## src/rtl/led_display_sequencer.sv

```systemverilog
// Round-robin sharing of one 7-segment digit and one RGB LED between two requesters.
// A granted requester's digit/colour are shown for DWELL_TICKS ticks, then the display is
// blanked for BLANK_TICKS ticks, then a one-cycle done pulse is issued. All outputs registered.
module led_display_sequencer #(
  parameter int unsigned TICK_DIV       = 4000000,
  parameter int unsigned DWELL_TICKS    = 4,
  parameter int unsigned BLANK_TICKS    = 1,
  parameter bit          SEG_ACTIVE_LOW = 1'b1
) (
  input  logic       i_clk,
  input  logic       i_rst_n,
  input  logic [1:0] i_req,
  input  logic [3:0] i_digit0,
  input  logic [3:0] i_digit1,
  input  logic [2:0] i_color0,
  input  logic [2:0] i_color1,
  output logic [1:0] o_gnt,
  output logic [1:0] o_done,
  output logic       o_busy,
  output logic [6:0] o_seg,
  output logic [2:0] o_rgb
);

  localparam int unsigned PW       = (TICK_DIV > 1) ? $clog2(TICK_DIV) : 1;
  localparam int unsigned MaxTicks = (DWELL_TICKS > BLANK_TICKS) ? DWELL_TICKS : BLANK_TICKS;
  localparam int unsigned TW       = (MaxTicks > 1) ? $clog2(MaxTicks) : 1;

  localparam logic [PW-1:0] PrescLast = PW'(TICK_DIV - 1);
  localparam logic [TW-1:0] DwellLast = TW'(DWELL_TICKS - 1);
  localparam logic [TW-1:0] BlankLast = TW'(BLANK_TICKS - 1);
  localparam logic [6:0]    SegOff    = SEG_ACTIVE_LOW ? 7'h7F : 7'h00;

  typedef enum logic [1:0] {StIdle, StShow, StBlank} state_e;

  state_e        r_state, w_state_d;
  logic          r_last, w_last_d;
  logic [3:0]    r_digit, w_digit_d;
  logic [2:0]    r_color, w_color_d;
  logic [TW-1:0] r_ticks, w_ticks_d;
  logic [PW-1:0] r_presc;
  logic [1:0]    r_gnt, w_gnt_d;
  logic [1:0]    r_done, w_done_d;
  logic          r_busy, w_busy_d;
  logic [6:0]    r_seg, w_seg_d;
  logic [2:0]    r_rgb, w_rgb_d;
  logic          w_tick;
  logic          w_presc_clr;
  logic          w_win;

  // Hex digit to {a..g} pattern, polarity applied at the end.
  function automatic logic [6:0] hex_to_seg(input logic [3:0] d);
    logic [6:0] s;
    case (d)
      4'h0:    s = 7'b1111110;
      4'h1:    s = 7'b0110000;
      4'h2:    s = 7'b1101101;
      4'h3:    s = 7'b1111001;
      4'h4:    s = 7'b0110011;
      4'h5:    s = 7'b1011011;
      4'h6:    s = 7'b1011111;
      4'h7:    s = 7'b1110000;
      4'h8:    s = 7'b1111111;
      4'h9:    s = 7'b1111011;
      4'hA:    s = 7'b1110111;
      4'hB:    s = 7'b0011111;
      4'hC:    s = 7'b1001110;
      4'hD:    s = 7'b0111101;
      4'hE:    s = 7'b1001111;
      default: s = 7'b1000111;
    endcase
    return SEG_ACTIVE_LOW ? ~s : s;
  endfunction

  assign w_tick = (r_presc == PrescLast);

  // Tick prescaler; restarted on grant so every phase is a whole number of ticks.
  always_ff @(posedge i_clk or negedge i_rst_n) begin
    if (!i_rst_n) begin
      r_presc <= '0;
    end else if (w_presc_clr || w_tick) begin
      r_presc <= '0;
    end else begin
      r_presc <= r_presc + 1'b1;
    end
  end

  // Arbitration, phase sequencing and next values of the registered outputs.
  always_comb begin
    w_state_d   = r_state;
    w_last_d    = r_last;
    w_digit_d   = r_digit;
    w_color_d   = r_color;
    w_ticks_d   = r_ticks;
    w_gnt_d     = '0;
    w_done_d    = '0;
    w_presc_clr = 1'b0;
    w_win       = 1'b0;
    unique case (r_state)
      StIdle: begin
        if (|i_req) begin
          // With both requesting, the one not served last wins.
          w_win       = (i_req == 2'b11) ? ~r_last : i_req[1];
          w_gnt_d     = w_win ? 2'b10 : 2'b01;
          w_last_d    = w_win;
          w_digit_d   = w_win ? i_digit1 : i_digit0;
          w_color_d   = w_win ? i_color1 : i_color0;
          w_ticks_d   = '0;
          w_presc_clr = 1'b1;
          w_state_d   = StShow;
        end
      end
      StShow: begin
        if (w_tick) begin
          if (r_ticks == DwellLast) begin
            w_ticks_d = '0;
            if (BLANK_TICKS == 0) begin
              w_state_d = StIdle;
              w_done_d  = r_last ? 2'b10 : 2'b01;
            end else begin
              w_state_d = StBlank;
            end
          end else begin
            w_ticks_d = r_ticks + 1'b1;
          end
        end
      end
      StBlank: begin
        if (w_tick) begin
          if (r_ticks == BlankLast) begin
            w_ticks_d = '0;
            w_state_d = StIdle;
            w_done_d  = r_last ? 2'b10 : 2'b01;
          end else begin
            w_ticks_d = r_ticks + 1'b1;
          end
        end
      end
      default: w_state_d = StIdle;
    endcase
    w_busy_d = (w_state_d != StIdle);
    w_seg_d  = (w_state_d == StShow) ? hex_to_seg(w_digit_d) : SegOff;
    w_rgb_d  = (w_state_d == StShow) ? w_color_d : 3'b000;
  end

  // State and output registers.
  always_ff @(posedge i_clk or negedge i_rst_n) begin
    if (!i_rst_n) begin
      r_state <= StIdle;
      r_last  <= 1'b1;
      r_digit <= '0;
      r_color <= '0;
      r_ticks <= '0;
      r_gnt   <= '0;
      r_done  <= '0;
      r_busy  <= 1'b0;
      r_seg   <= SegOff;
      r_rgb   <= '0;
    end else begin
      r_state <= w_state_d;
      r_last  <= w_last_d;
      r_digit <= w_digit_d;
      r_color <= w_color_d;
      r_ticks <= w_ticks_d;
      r_gnt   <= w_gnt_d;
      r_done  <= w_done_d;
      r_busy  <= w_busy_d;
      r_seg   <= w_seg_d;
      r_rgb   <= w_rgb_d;
    end
  end

  assign o_gnt  = r_gnt;
  assign o_done = r_done;
  assign o_busy = r_busy;
  assign o_seg  = r_seg;
  assign o_rgb  = r_rgb;

endmodule

```

## config.mk

```make
export PLATFORM = sky130hd
export DESIGN_NAME = led_display_sequencer
export DESIGN_NICKNAME = d
export VERILOG_FILES = /design/src/rtl/led_display_sequencer.sv
export SDC_FILE = /design/constraint.sdc
export NUM_CORES = 1
export LEC_CHECK = 0
export BUFFER_PORTS_ARGS = -buffer_cell sky130_fd_sc_hd__buf_2
export CAP_MARGIN = 20
export CELL_PAD_IN_SITES_DETAIL_PLACEMENT = 0
export CELL_PAD_IN_SITES_GLOBAL_PLACEMENT = 1
export CORE_MARGIN = 1.5
export CORE_UTILIZATION = 40
export DETAILED_ROUTE_END_ITERATION = 7
export PLACE_DENSITY = 0.69
export REMOVE_ABC_BUFFERS = 1
export SLEW_MARGIN = 20
export SYNTH_ARGS = -nofsm -noshare
export SYNTH_HDL_FRONTEND = slang
export SYNTH_SLANG_ARGS = --single-unit
```

## constraint.sdc

```tcl
create_clock -name i_clk -period 3.52 [get_ports i_clk]
set_input_delay 0 -clock i_clk [delete_from_list [all_inputs] [get_ports i_clk]]
set_output_delay 0 -clock i_clk [all_outputs]
set_load 0.02 [all_outputs]
```

Word-level counts from Yosys, hierarchy flattened:

Memory sizes are Yosys's and may differ from the RTL's.
Cells that the tools add are included.

* register bits: 49
* bits in read-only memories: 112
* input port bits: 18
* output and inout port bits: 15
* word-level logic and storage cells: 64
* memories: 1

* add/sub/neg operators: 2
* eq/ne operators: 9
* muxes and demuxes: 31
* bitwise logic cells: 2
* reductions and logical operators: 8

Memory list
* (no name shown): depth 16, width 7, rd ports 1, clocked after Yosys merged registers in 0, wr ports 0, line 53 `case (d)`

Operators by type and width (number)
* $mux 2: 17
* $add 22x1->22 const B: 1
* $eq 22x22->1 const B: 1
* $mux 22: 1
* $mux 3: 4
* $mux 4: 3
* $pmux 2 s3: 2
* $mux 7: 1
* $not 7->7: 1
* $eq 2x2->1 const B: 3
* $ne 2x2->1 const B: 3
* $eq 2x1->1 const B: 2
* $logic_not 2->1: 2
* $reduce_and 4->1: 1
* $mux 1: 3
* $reduce_bool 3->1: 1
* $add 2x1->2 const B: 1
* $reduce_and 2->1: 1
* $reduce_bool 2->1: 1
* $reduce_or 2->1: 1
* $logic_or 1x1->1: 1
* $not 1->1: 1

Longest topological paths before layout:

Gate-level depths: netlist of run 1.
An unclocked memory read counts as a cell.

* word-level depth: 8
* mapped depth: 13
* gate-level depth less buffers: 11

Least setup slack after synthesis of run 1:

No wires, ideal clock.

* path type: register to register
* start: reg r_state[0]
* end: reg r_seg[3] (netlist: o_seg[3])
* library setup time: 90 ps
* data arrival time: 2685 ps
* data required time: 3430 ps
* setup slack: 745 ps
* cell stages (with the launch flop): 13
* buffers on the path: 2
* clock period less this slack: 2775 ps
* path through: dfrtp_1 > inv_1 > ha_1 > buf_6 > and2_4 > and2_1 > buf_2 > a222oi_1 > inv_1 > ha_1 > a21boi_0 > a211oi_1 > o211ai_1

* cells in the longest elaborated chain, start to end: 5
* elaborated cells between the ends (all ways): 14
* classes of those cells: eq/ne: 3; mux: 8; bitwise: 1; reduce/logical: 1; memory: 1

RTL lines
* from (decl): line 35 `state_e r_state, w_state_d;`
* from (signal assigned): line 148 `r_state <= StIdle;`
* from (signal assigned): line 159 `r_state <= w_state_d;`
* $logic_not 2->1: line 98 `unique case (r_state)`
* $mux 4: line 98
* net w_digit_d[0]: line 37 `logic [3:0] r_digit, w_digit_d;`
* $mem_v2 16x7
* $not 7->7: line 71 `return SEG_ACTIVE_LOW ? ~s : s;`
* $mux 7: line 141 `w_seg_d = (w_state_d == StShow) ? hex_to_seg(w_digit_d) : SegOff;`
* net w_seg_d[3]: line 44 `logic [6:0] r_seg, w_seg_d;`
* to (signal assigned): line 156 `r_seg <= SegOff;`
* to (signal assigned): line 167 `r_seg <= w_seg_d;`
* to (decl): line 44

The timed path passes the listed nets, and every way through them passes these cells.
A chain may end at the register's enable or synchronous reset.

Worst setup path in the final report of run 1:

Same ends and word-level chain as after synthesis.

==> summary.md, run 1 <==
| Metric | Value |
|---|---|
| Status | completed |
| Slew Limit Fails | 0 |
| RR Endpoint | o_seg[3]$_DFF_PN1_ |
| Clock slew at reported path FFs | roughly 100 ps |
| Die Wd | about 83 um |
| Setup crit start | r_state[0]$_DFF_PN0_ |
| Most frequent cells in the layout | dfrtp_1 (41), nor2_1 (34), buf_2 (32) |
| Logic pwr share | between 40% and 50% |
| Seq cells post-synth | around 50 |
| CTS buffer count | 5 |
| Final HPWL DP | 3928 um |
| Critical path type | flip-flop to flip-flop |
| DR pass1 iterations | 8 |
| Area leader, netlist | dfrtp_1 |
| Number of synthesized flops with an enable pin | 0 |
| Clock Sinks | 49 |
| Cells on worst reg2reg path | 11 |
| Reg area | 1236 um^2 |
| First-pass GRT wire length | slightly above 9000 um |
| Total die area | 6957 um^2 |
| Post-Syn Area | 2586 um^2 |
| Setup Viol. Count Final | 0 |
| H-Tree Depth | 2 |
| Synth top area share | about two fifths |
| Hold Path Class | primary input to flip-flop |
| Crit. End Element | flip-flop |
| Post-Layout Cell Count | 373 |
| RSZ-0062 raised after global routing | no |
| Area of the multi-input gates | 1207 um^2 |
| Reg2Reg Launch Point | r_state[0]$_DFF_PN0_ |
| Commonest non-fill, non-tap cell in the layout | dfrtp_1 |
| Relative slew slack | between 50% and 60% |
| Cell-internal power | between 1 and 1.5 mW |
| I/O pin total | 33 |
| PortBufs | 32 |
| Clock latency at the later pin of the worst-skew pair | ~310 ps |
| GRT overflow | 0 |
| NetSw | 0.8504 mW |
| Largest net degree at the start of global routing | 30 |
| Setup Skew | ~9.5 ps |
| Total power | 2.108 mW |
| Period Utilization, post-route | roughly three quarters |
| # Post-CTS Setup Buffers | 0 |
| Routed Antenna Nets | 0 |
| Clk root buf | clkbuf_8 |
| Routability Congestion | between 0.8 and 0.9 |
| Max stage delay cell, worst path | dfrtp_1 |
| Diodes inserted | 0 |
| Clock buffer depth | 2 |
| Initial antenna violation count | 0 |
| Req. time, crit path | 3730 ps |
| Finished Core Util | between 40% and 50% |
| DR iter-0 viols | roughly 180 |
| CTS tree | done |
| Critical path buffers and inverters | 3 |
| Slew @ Worst Pin | 637.5 ps |
| WL per Instance | between 10 and 15 um |
| PostCTS Resize Cnt | 0 |
| Die H | between 80 and 90 um |
| Final hold slack | ~14 ps |
| Sequential share of the synthesized area | approximately 48% |
| Cell Pwr Density | 708.8 nW/um^2 |
| Starting Density | roughly two fifths |
| Sw Share | roughly two fifths |
| Core area | 6314 um^2 |
| Max stage delay on crit path | roughly 400 ps |
| Final min period | between 2000 and 3000 ps |
| Ratio of cells with drive above 1 in the final layout | between 20% and 30% |
| Drt total wl | 5478 um |
| Crit path DAT | around 2800 ps |
| Seq pwr share | slightly below 40% |
| Post-DR vias/cell | around 5.2 |
| Hold Buf Count CTS | 6 |
| Worst-path cell chain | inv_1 > ha_1 > and2_4 > and2_1 > a222oi_1 > buf_4 > inv_1 > ha_1 > a21boi_0 > a211oi_1 > o211ai_1 |
| Final Hold Viols | 0 |
| Overall routing resource usage | between 10% and 20% |
| Leakage | 1.329 nW |
| Distinct cells, synth | 54 |
| Fill count | 620 |
| Post-synth ARST share | 100.0% |
| CP Capture Point | o_seg[3]$_DFF_PN1_ |
| Area growth syn-to-layout | 15.00% |
| Levels on crit path | 11 |
| Vias in the first global route | approximately 1,900 |
| Gate count after technology mapping | approximately 250 |
| Drt drc | 0 |
| Row cnt | 29 |
| Synth area leaders | dfrtp_1 (40%), dfstp_2 (8.1%), ha_1 (6.8%), xnor2_1 (6.4%), nor2_1 (4.9%) |
| Synth warn | 0 |
| Synth Flop Type | dfrtp_1 |
| Vias | around 2,000 |
| Worst VDD drop | approximately 0.40 mV |
| Syn Area/Cell | between 10 and 15 um^2 |
| Setup TNS | 0 ps |
| Final #Nets | between 300 and 400 |
| Fmax | between 300 and 400 MHz |
| Kind of cell adding the most delay to the critical path | compound AO/OA/AOI/OAI gates |
| Post-Place Cells | between 300 and 400 |
| Crit path launch type | flip-flop |
| Crit-path max FO | 10 |
| Worst reg2reg setup slack | slightly below 900 ps |
| Clock share of power | about 16% |
| MaxCap Viol Count | 0 |
per-layer routing:
metal  vias to the layer above  GRT usage [%]  part of all wire (%)
met1                       912          23.10                    50
met4                         0          6.408                   2.3
met5                         -              0                     0
li1                        978              -                     -
met2                        46          25.72                    44
met3                        10          3.181                   3.3
synthesized netlist by cell type, drive strengths merged (6+ instances only):
master	number
nor4	6
nor2	35
xnor2	19
dfrtp	41
nand4	6
nand2	17
nor3	10
ha	14
inv	23
nand3	10
dfstp	8
buf	6
flip-flops by register name, indices dropped and copies added (netlist names):
| name | cells |
|---|---|
| r_presc | 22 |
| o_done | 2 |
| r_ticks | 2 |
| o_gnt | 2 |
| r_color | 3 |
| r_state | 2 |
| o_seg | 7 |
| o_rgb | 3 |
| o_busy | 1 |
| r_digit | 4 |
| r_last | 1 |
kinds of logic (layout without fill, tap and decap cells):
family	Yosys count	in the layout	share of synthesized area (%)
and+or+nand+nor	101	101	20.42
muxes	3	3	1.209
DFF	49	49	47.80
buffers and inverters	32	74	5.515
xor gates and xnor gates	21	21	7.112
AOI/OAI and AO/OA	34	34	11.18
adders and majority gates	14	14	6.773
worst register-to-register path: stages, from the launching register on:
cell      delay, ps
dfrtp_1         400
inv_1            70
ha_1            300
and2_4          210
and2_1          200
a222oi_1        350
buf_4           200
inv_1            70
ha_1            200
a21boi_0        160
a211oi_1        240
o211ai_1        130
per-stage QoR:
stage | area [um^2] | worst slack (ps)
2_1_floorplan | 2536 | 829.7
3_3_place_gp | 2823 | 955.3
3_5_place_dp | 2823 | 908.1
4_1_cts | 2974 | 879.1
5_1_grt | 2974 | 671.8
6_report | 2974 | 891.9
how the worst min path moves through the flow:
stage | startpoint | end | slack [ps] | cells after the start
after global placement | i_rst_n | r_presc[4]$_DFF_PN0_ | -20 | 1
after detailed placement | i_rst_n | r_presc[4]$_DFF_PN0_ | -9 | 1
final | i_color0[2] | r_color[2]$_DFF_PN0_ | 10 | 3
after CTS | i_color0[2] | r_color[2]$_DFF_PN0_ | 20 | 3
after floorplan | i_rst_n | o_busy$_DFF_PN0_ | -300 | 0
after global routing | i_color0[2] | r_color[2]$_DFF_PN0_ | 30 | 3
power groups by stage:
stage | Clock [mW] | Combinational (mW) | Sequential [mW]
detailed placement | 0 | 0.934 | 0.819
global route | 0.376 | 1.06 | 0.831
floorplan | 0 | 0.580 | 0.890
finish | 0.343 | 0.954 | 0.812
global placement | 0 | 0.938 | 0.823
CTS | 0.356 | 0.961 | 0.811
layout make-up:
class	count	share of cell area (%)
clock buffers	5	2.314
clock inverters	3	0.7573
inverters	24	3.113
multi-input cells	173	40.60
flip-flops and latches	49	41.57
well taps	77	3.239
repair buffers	42	8.414
(Power assumes the default switching activity.)
==> run 2, diff against run 1 <==
PLACE_DENSITY = 0.72   (was 0.69)
clock period = 2.4 ns   (was 3.52 ns; I/O delays follow)
==> summary.md, run 2 (synthesized netlist as in run 1, its figures left out) <==
| Metric | Value |
|---|---|
| Biggest register | r_presc |
| Worst VDD drop | 0.7029 mV (+76%) |
| RSZ-0062 raised after global routing | yes |
| Overall routing resource usage | 16.84% (+0.24 points) |
| Worst reg2reg setup slack | 140 ps (-750 ps) |
| H-Tree Depth | 2 (unchanged) |
| Routability Congestion | 0.8749 (+2.6%) |
| Reg area | 1236 um^2 (unchanged) |
| Die H | 83.41 um (unchanged) |
| CTS buffer count | 5 (unchanged) |
| RR Endpoint | r_color[1]$_DFF_PN0_ |
| Area of the multi-input gates | 1241 um^2 (+2.8%) |
| Final HPWL DP | 4048 um (+3.0%) |
| Die Wd | 83.41 um (unchanged) |
| Clock Sinks | 49 (unchanged) |
| Clk root buf | clkbuf_8 |
| Slew Limit Fails | 0 (unchanged) |
| Most frequent cells in the layout | dfrtp_1 (41), nor2_1 (34), buf_2 (32) |
| Crit. End Element | flip-flop |
| Vias | 2,019 (+3.8%) |
| Crit path launch type | flip-flop |
| First-pass GRT wire length | 9377 um (+1.5%) |
| Drt total wl | 5549 um (+1.3%) |
| Status | completed |
| Routed Antenna Nets | 0 (unchanged) |
| Clock buffer depth | 2 (unchanged) |
| Area growth syn-to-layout | 21.82% |
| Req. time, crit path | 2610 ps (-1120 ps) |
| Final min period | 2259 ps (-369.6 ps) |
| Ratio of cells with drive above 1 in the final layout | 29.39% (+6.8 points) |
| Post-Place Cells | 372 (+3.6%) |
| Critical path type | flip-flop to flip-flop |
| Largest net degree at the start of global routing | 32 (+6.7%) |
| Hold_sp | i_color0[2] |
| Leakage | 1.413 nW (+6.3%) |
| Total die area | 6957 um^2 (unchanged) |
| Row cnt | 29 (unchanged) |
| Max reg flops | 22 (unchanged) |
| Diodes inserted | 0 (unchanged) |
| Starting Density | 40.96% (unchanged) |
| Vias in the first global route | 1,984 (+4.0%) |
| Cell Pwr Density | 1058 nW/um^2 (+49%) |
| Relative slew slack | 61.88% (+4.7 points) |
| Drt drc | 0 (unchanged) |
| Slew @ Worst Pin | 571.8 ps (-65.67 ps) |
| WL per Instance | 14.23 um (-3.1%) |
| Fmax | 442.8 MHz (+16%) |
| Final #Nets | 344 (+5.2%) |
| PortBufs | 32 (unchanged) |
| Finished Core Util | 49.90% (+2.8 points) |
| Clock latency at the later pin of the worst-skew pair | 310 ps (about the same) |
| Final hold slack | 25.24 ps (+11.03 ps) |
| Setup Skew | 9.719 ps (+0.2105 ps) |
| DR pass1 iterations | 6 (-2) |
| Total power | 3.333 mW (+58%) |
| Post-Layout Cell Count | 390 (+4.6%) |
| Period Utilization, post-route | 94.10% (+19 points) |
| Initial antenna violation count | 0 (unchanged) |
| Core area | 6314 um^2 (unchanged) |
| GRT overflow | 0 (unchanged) |
| Commonest non-fill, non-tap cell in the layout | dfrtp_1 |
| Post-DR vias/cell | 5.177 (-0.77%) |
| Pre-CTS setup slack | 35.65 ps (-872.4 ps) |
| Cells on worst reg2reg path | 8 (-3) |
| Hold Path Class | primary input to flip-flop |
| Setup Viol. Count Final | 0 (unchanged) |
| Reg2Reg Launch Point | r_state[0]$_DFF_PN0_ |
| Crit-path max FO | 4 (-6) |
| Clock slew at reported path FFs | 100 ps (about the same) |
| Crit path DAT | 2470 ps (-370 ps) |
| Fill count | 614 (-0.97%) |
| CTS tree | done |
| CP Capture Point | r_color[1]$_DFF_PN0_ |
| Final setup margin | 141.5 ps (-750.4 ps) |
| I/O pin total | 33 (unchanged) |
| Setup crit start | r_state[0]$_DFF_PN0_ |
| DR iter-0 viols | 79 (-55%) |
| Final Hold Viols | 0 (unchanged) |
| MaxCap Viol Count | 0 (unchanged) |
run 2: changes by cell type in the layout (fill, tap and decap cells not counted), moves of 2 or more:
cell      previous run  this run
buf_4                4        20
ha_1                14        11
clkinv_4             2         0
ha_2                 0         2
inv_6                0         2
o21ai_0              2         0
run 2: through the flow:
step | setup TNS (ps) | area [um^2]
3_3_place_gp | 0 | 2933
5_1_grt | -43.13 | 3151
4_1_cts | 0 | 3087
2_1_floorplan | -926.0 | 2536
6_report | 0 | 3151
3_5_place_dp | 0 | 2933
run 2: how the worst min path moves through the flow:
stage                       endpoint  cells past startpoint
2_1_floorplan       o_busy$_DFF_PN0_                      0
3_3_place_gp   r_presc[13]$_DFF_PN0_                      1
3_5_place_dp   r_presc[13]$_DFF_PN0_                      1
4_1_cts         r_digit[0]$_DFF_PN0_                      3
5_1_grt         r_color[2]$_DFF_PN0_                      3
6_report        r_color[2]$_DFF_PN0_                      3
run 2: cell type report:
type / count / area share [%]
Inverter: 24 / 2.939
Tap cell: 77 / 3.058
Sequential cell: 49 / 39.24
Timing Repair Buffer: 59 / 12.39
Clock buffer: 5 / 2.184
Multi-Input combinational cell: 173 / 39.40
Clock inverter: 3 / 0.7943
run 2: worst max-delay path, cell delays in order (launching register included):
cell           delay [ps]
dfrtp_1               380
inv_2                  50
ha_2                  180
and2_4                160
and2_4                140
buf_4                 150
a222oi_1              450
dlygate4sd3_1         620
inv_1                  40
run 2: where the power goes:
group	internal, mW	switching, mW
Clock	0.213	0.290
Sequential	1.08	0.105
Combinational	0.717	0.924
run 2: repair_timing:
item | 4_1_cts | 5_1_grt
resized for setup | 0 | 12
hold buffers | 6 | 0
endpoints found under the hold margin | 21 | 0
setup buffers | 0 | 4
setup endpoints to repair | 0 | 9
run 2: per-layer routing:
metal	vias up	part of all wire (%)	global-route usage, %
met2	44	47	27.79
met5	-	0	0
met3	7	4.0	3.777
met1	962	48	22.46
li1	1006	-	-
met4	0	1.5	4.471
